## src/rtl/subbytes_sequencer.sv

```systemverilog
// -----------------------------------------------------------------------------
// subbytes_sequencer
//
// Runs AES SubBytes on a 128-bit state by streaming its 16 bytes, one per
// cycle, through a single shared S-box and collecting the substituted bytes
// back into the result register in the same order.
//
// Parameters
//   SBOX_LAT   latency of the external S-box: 0 = combinational, 1 = registered
//
// Ports
//   clk        system clock, rising edge
//   rst_n      asynchronous active-low reset
//   start      job request, sampled only while idle
//   state_in   input state, byte k = state_in[127-8k -: 8]
//   sbox_out   substituted byte returned by the shared S-box
//   sbox_in    byte presented to the shared S-box (0 when not issuing)
//   sbox_en    high while sbox_in carries a valid issue byte
//   state_out  SubBytes result, same byte ordering as state_in
//   busy       high while a job is running
//   done       one-cycle pulse when state_out holds the new result
// -----------------------------------------------------------------------------
module subbytes_sequencer #(
   parameter int SBOX_LAT = 0
) (
   input  logic         clk,
   input  logic         rst_n,
   input  logic         start,
   input  logic [127:0] state_in,
   input  logic [7:0]   sbox_out,
   output logic [7:0]   sbox_in,
   output logic         sbox_en,
   output logic [127:0] state_out,
   output logic         busy,
   output logic         done
);

   typedef enum logic [1:0] {
      IDLE = 2'd0,
      RUN  = 2'd1,
      DONE = 2'd2
   } state_t;

   state_t         state_q;
   state_t         state_d;
   logic [4:0]     issue_cnt;
   logic [4:0]     wb_cnt;
   logic [127:0]   shadow;
   logic [127:0]   result;
   logic [127:0]   shadow_shift;
   logic           accept;
   logic           issue_active;
   logic           issue_vld_p1;
   logic           wb_fire;

   assign accept       = (state_q == IDLE) && start;
   assign issue_active = (state_q == RUN) && (issue_cnt < 5'd16);

   // Byte i sits at the top of the shadow once shifted left by 8*i bits.
   assign shadow_shift = shadow << {issue_cnt[3:0], 3'b000};

   // With a registered S-box the returned byte belongs to the previous
   // cycle's issue, so writeback follows the delayed issue valid.
   assign wb_fire = (state_q == RUN) && (wb_cnt < 5'd16) &&
                    ((SBOX_LAT == 0) ? issue_active : issue_vld_p1);

   // ---- next-state logic ----------------------------------------------------
   always_comb begin
      state_d = state_q;
      case (state_q)
         IDLE: if (start) state_d = RUN;
         RUN:  if (wb_fire && (wb_cnt == 5'd15)) state_d = DONE;
         DONE: state_d = IDLE;
         default: state_d = IDLE;
      endcase
   end

   // ---- state, counters, shadow and result registers ------------------------
   always_ff @(posedge clk or negedge rst_n) begin
      if (!rst_n) begin
         state_q      <= IDLE;
         issue_cnt    <= 5'd0;
         wb_cnt       <= 5'd0;
         shadow       <= 128'd0;
         result       <= 128'd0;
         issue_vld_p1 <= 1'b0;
      end else begin
         state_q      <= state_d;
         issue_vld_p1 <= issue_active;
         if (accept) begin
            shadow    <= state_in;
            issue_cnt <= 5'd0;
            wb_cnt    <= 5'd0;
         end else begin
            if (issue_active) issue_cnt <= issue_cnt + 5'd1;
            if (wb_fire) begin
               wb_cnt <= wb_cnt + 5'd1;
               for (int k = 0; k < 16; k++) begin
                  if (wb_cnt[3:0] == k[3:0]) result[127-8*k -: 8] <= sbox_out;
               end
            end
         end
      end
   end

   // ---- outputs ---------------------------------------------------------------
   assign sbox_en   = issue_active;
   assign sbox_in   = issue_active ? shadow_shift[127:120] : 8'h00;
   assign state_out = result;
   assign busy      = (state_q == RUN);
   assign done      = (state_q == DONE);

endmodule

```

## config.mk

```make
export PLATFORM = sky130hd
export DESIGN_NAME = subbytes_sequencer
export DESIGN_NICKNAME = d
export VERILOG_FILES = /design/src/rtl/subbytes_sequencer.sv
export SDC_FILE = /design/constraint.sdc
export NUM_CORES = 1
export LEC_CHECK = 0
export CAP_MARGIN = 20
export CORE_MARGIN = 2
export CORE_UTILIZATION = 50
export DETAILED_ROUTE_END_ITERATION = 7
export GPL_ROUTABILITY_DRIVEN = 0
export GPL_TIMING_DRIVEN = 0
export PLACE_DENSITY = 0.81
export SLEW_MARGIN = 20
export SYNTH_ARGS = -nofsm -noshare
export SYNTH_HDL_FRONTEND = slang
export SYNTH_SLANG_ARGS = --single-unit
```

## constraint.sdc

```tcl
create_clock -name clk -period 2.7 [get_ports clk]
set_input_delay 0.675 -clock clk [delete_from_list [all_inputs] [get_ports clk]]
set_output_delay 0.675 -clock clk [all_outputs]
set_load 0.005 [all_outputs]
```

==> results.rst <==
.. list-table::
   :header-rows: 1

   * - Metric
     - Value
   * - Avg WL per Cell
     - 20.08 um
   * - Vias
     - 8657
   * - Number of storage elements in the synthesis netlist
     - 268
   * - Status
     - complete, but fails checks
   * - Adder-cell area share of the yosys netlist
     - 0.6694%
   * - Seq/Total Area, Yosys
     - 59.80%
   * - Fraction of layout instances using a drive strength above 1
     - 20.14%
   * - Endpoint type of the worst setup path
     - output port
   * - Sum of routed wire length over all layers
     - 32.07 mm
   * - Area taken by flip-flops and latches
     - 6706 um^2
   * - Synth Area in Simple Gates
     - 15.71%
   * - Arrival time at the worst endpoint
     - 2330 ps
   * - LEAKAGE
     - 0.007565 uW
   * - Antenna Nets Post-Route
     - 0
   * - Area of placed instances
     - 14400 um^2
   * - Count of distinct cell types in the synthesized netlist
     - 37
   * - Max Clk Rate
     - 0.3330 GHz
   * - Total Die Area
     - 23640 um^2
   * - Hold_ws
     - 168.2 ps
   * - Initial antenna violation count
     - 1
   * - Global routing usage on met3
     - 4.820%
   * - Clk pwr share
     - 45.9%
   * - Total number of yosys warnings
     - 0
   * - Maximum net fanout on the critical path
     - 5
   * - Pin count of the biggest net entering global routing
     - 94
   * - Int Power
     - 6890 uW
   * - Most crowded layer after global routing
     - met2
   * - CTS Hold Bufs
     - 0
   * - Period Utilization, post-route
     - 111.2%
   * - GR Util met2
     - 44.80%
   * - Type of the tightest min-delay check
     - input port to async pin
   * - Final #Nets
     - 1441
   * - Time the worst path needs with I/O delays and setup
     - 3003 ps
   * - Most frequent standard cell in the layout excluding fill and tap cells
     - nand2_1
   * - Overall fraction of global-route tracks in use
     - 26.91%
   * - Design area
     - 15660 um^2
   * - Number of pins with negative max-slew slack in the final report
     - 0
   * - Layout overhead on the synthesized area
     - 39.67%
   * - Maximum VDD drop
     - 0.4055 mV
   * - Failing checks
     - negative setup slack
   * - Post-Syn Area
     - 11210 um^2
   * - Placed instance count
     - 1530
   * - Reg2reg path depth
     - 5
   * - Number of synthesized flops with an enable pin
     - 0
   * - Minimum setup slack in the final design
     - -303.0 ps
   * - Number of search-and-repair iterations in the first detailed-routing pass
     - 5
   * - Dominant combinational cell family by area after synthesis
     - multiplexers
   * - Global route overflow
     - 0
   * - Io pins
     - 278
   * - Share of power burned in combinational logic
     - 6.6%
   * - Setup slack after placement
     - -762.2 ps
   * - RSZ-0062 raised after global routing
     - yes
   * - Post-Route Skew
     - 9.824 ps
   * - Required time at the endpoint of the critical path
     - 2030 ps
   * - Maxcap violations
     - 0
   * - Number of violations reported at the end of detailed-routing iteration 0
     - 643
   * - Synthesized area per cell
     - 11.55 um^2
   * - Maximum buffer depth of the clock tree
     - 3
   * - Library cell used as clock root buffer
     - clkbuf_16
   * - Post-synth net total
     - 1116
   * - Remaining routing DRC violations
     - 0
   * - Reg2Reg Capture Point
     - state_out[4]$_DFFE_PN0P_
   * - Clk pin slew, worst setup/hold paths
     - 60 ps
   * - Source-to-sink clock delay at the later pin of the worst-skew pair
     - 540 ps
   * - Met1 GRT Util
     - 34.55%
   * - Post-Synth XOR/XNOR Area
     - 0.3905%
   * - PD cells
     - 555.5 nW/um^2
   * - Transition time at the pin with the least slew margin
     - 728.3 ps
   * - Hpwl dp
     - 22.61 mm
   * - Height of the die
     - 153.8 um
   * - Share of power burned in registers
     - 47.4%
   * - Headroom to the max-slew limit
     - 51.45%
   * - Commonest non-fill, non-tap cells in the layout
     - nand2_1 (398), dfrtp_1 (268), clkdlybuf4s50_1 (267)
   * - Portion of netlist area occupied by mux cells
     - 20.04%
   * - Switching part of the total power
     - 20.81%
   * - Worst setup path class
     - register to output port
   * - Avg Vias per Cell
     - 5.421
   * - Most used flip-flop cell after synthesis
     - dfrtp_1
   * - Switch Pwr
     - 1811 uW
   * - Number of fill cells
     - 1540
   * - Share of synthesized registers carrying an async set or reset
     - 100.0%
   * - Site Rows
     - 54
   * - # setup viols final
     - 8
   * - Initial core utilization
     - 51.23%
   * - Total count of hold-check failures in the final report
     - 0
   * - Synthesized instance count
     - 971
   * - Number of buffers added on ports
     - 277
   * - # H-tree levels
     - 1
   * - FF-to-FF Start
     - issue_cnt[4]$_DFFE_PN0P_
   * - Area occupied by multi-input gates
     - 4322 um^2
   * - Global-route wire length before repair
     - 49.35 mm
   * - CTS tree
     - yes
   * - Horizontal extent of the die
     - 153.8 um
   * - Crit start category
     - register
   * - Post-route non-filler standard cell count
     - 1597
   * - CTS Sinks
     - 268
   * - TritonCTS Buffers
     - 28
   * - Compound-cell area share of the yosys netlist
     - 1.194%
   * - Flop2flop setup slack
     - 410 ps
   * - Number of global-route vias before repair
     - 9040
   * - Total core area
     - 21890 um^2
==> worst max-delay path, cell delays in order (launching register included) <==
cell	delay [ps]
dfrtp_1	380
buf_8	150
buf_12	120
buf_6	100
mux4_2	540
mux2i_2	230
o21ai_1	110
buf_2	140
==> synthesized netlist by cell type, drive strengths merged (2+ instances only) <==
master	instances	area [um^2]
a22oi	6	45.04
and2	2	12.51
and3	7	43.79
buf	12	55.05
clkbuf	45	168.9
dfrtp	268	6706
ha	6	75.07
inv	6	22.52
mux2	128	1441
mux2i	13	130.1
mux4	30	675.7
nand2	402	1539
nand3	4	20.02
nand4	2	12.51
nor2	11	41.29
nor3b	2	26.28
o21ai	8	40.04
xnor2	2	17.52
xor2	3	26.28
==> power by group through the flow <==
stage | combinational [uW] | sequential [uW] | clock (uW)
floorplan | 76.6 | 4200 | 0
global placement | 562 | 4200 | 0
detailed placement | 581 | 4200 | 0
CTS | 585 | 4130 | 4040
global route | 615 | 4130 | 4220
finish | 577 | 4130 | 4000
==> through the flow <==
step                      total power [uW]  util, %  setup TNS (ps)
after floorplan                       4281        -               0
after global placement                4762    65.50        -2739900
after detailed placement              4781    65.77           -5640
after CTS                             8750    71.47           -2117
after global routing                  8967    71.55           -2653
final                                 8701    71.55           -2120
==> final cells by class <==
cell class                 instances  area share (%)
multi-input combinational        640           27.59
timing repair buffer             297           18.99
clock buffer                      42           5.647
clock inverter                     8          0.6231
antenna                            1         0.01598
sequential                       268           42.81
buffer                            55           1.941
inverter                           6          0.1438
tap                              280           2.237
==> registers in the layout, indices dropped and copies added (netlist names) <==
register   count
issue_cnt      5
state_out    128
wb_cnt         5
shadow       128
state_q        2
==> per-layer routing <==
| layer | vias to the layer above | part of all wire, % |
|---|---|---|
| met1 | 4267 | 39 |
| li1 | 3862 | - |
| met5 | - | 0 |
| met4 | 0 | 4.9 |
| met3 | 92 | 7.7 |
| met2 | 436 | 49 |
==> worst max path at each step <==
stage                                  start                     to  slack, ps  cells past startpoint
finish              issue_cnt[0]$_DFFE_PN0P_             sbox_in[4]       -300                      7
global route        issue_cnt[0]$_DFFE_PN0P_             sbox_in[4]       -360                      7
global placement                       rst_n  shadow[9]$_DFFE_PN0P_     -10230                      1
floorplan           issue_cnt[0]$_DFFE_PN0P_             sbox_in[0]        370                      5
detailed placement  issue_cnt[1]$_DFFE_PN0P_             sbox_in[7]       -760                      6
CTS                 issue_cnt[0]$_DFFE_PN0P_             sbox_in[4]       -300                      7
==> cells by family (layout without fill, tap and decap cells) <==
group / count (synthesis) / in the layout
adders and majority gates: 6 / 6
muxes: 171 / 171
buffers and inverters: 63 / 408
and+or+nand+nor: 437 / 437
xor gates and xnor gates: 5 / 5
AOI/OAI and AO/OA: 21 / 21
other: 0 / 1
DFF: 268 / 268
==> timing repair <==
item                       4_1_cts  5_1_grt
cloned                           1        0
gates resized for setup         83        5
setup buffers                   16        1
setup endpoints to repair        9        9
pin swaps                        9        8
(Power assumes the default switching activity.)
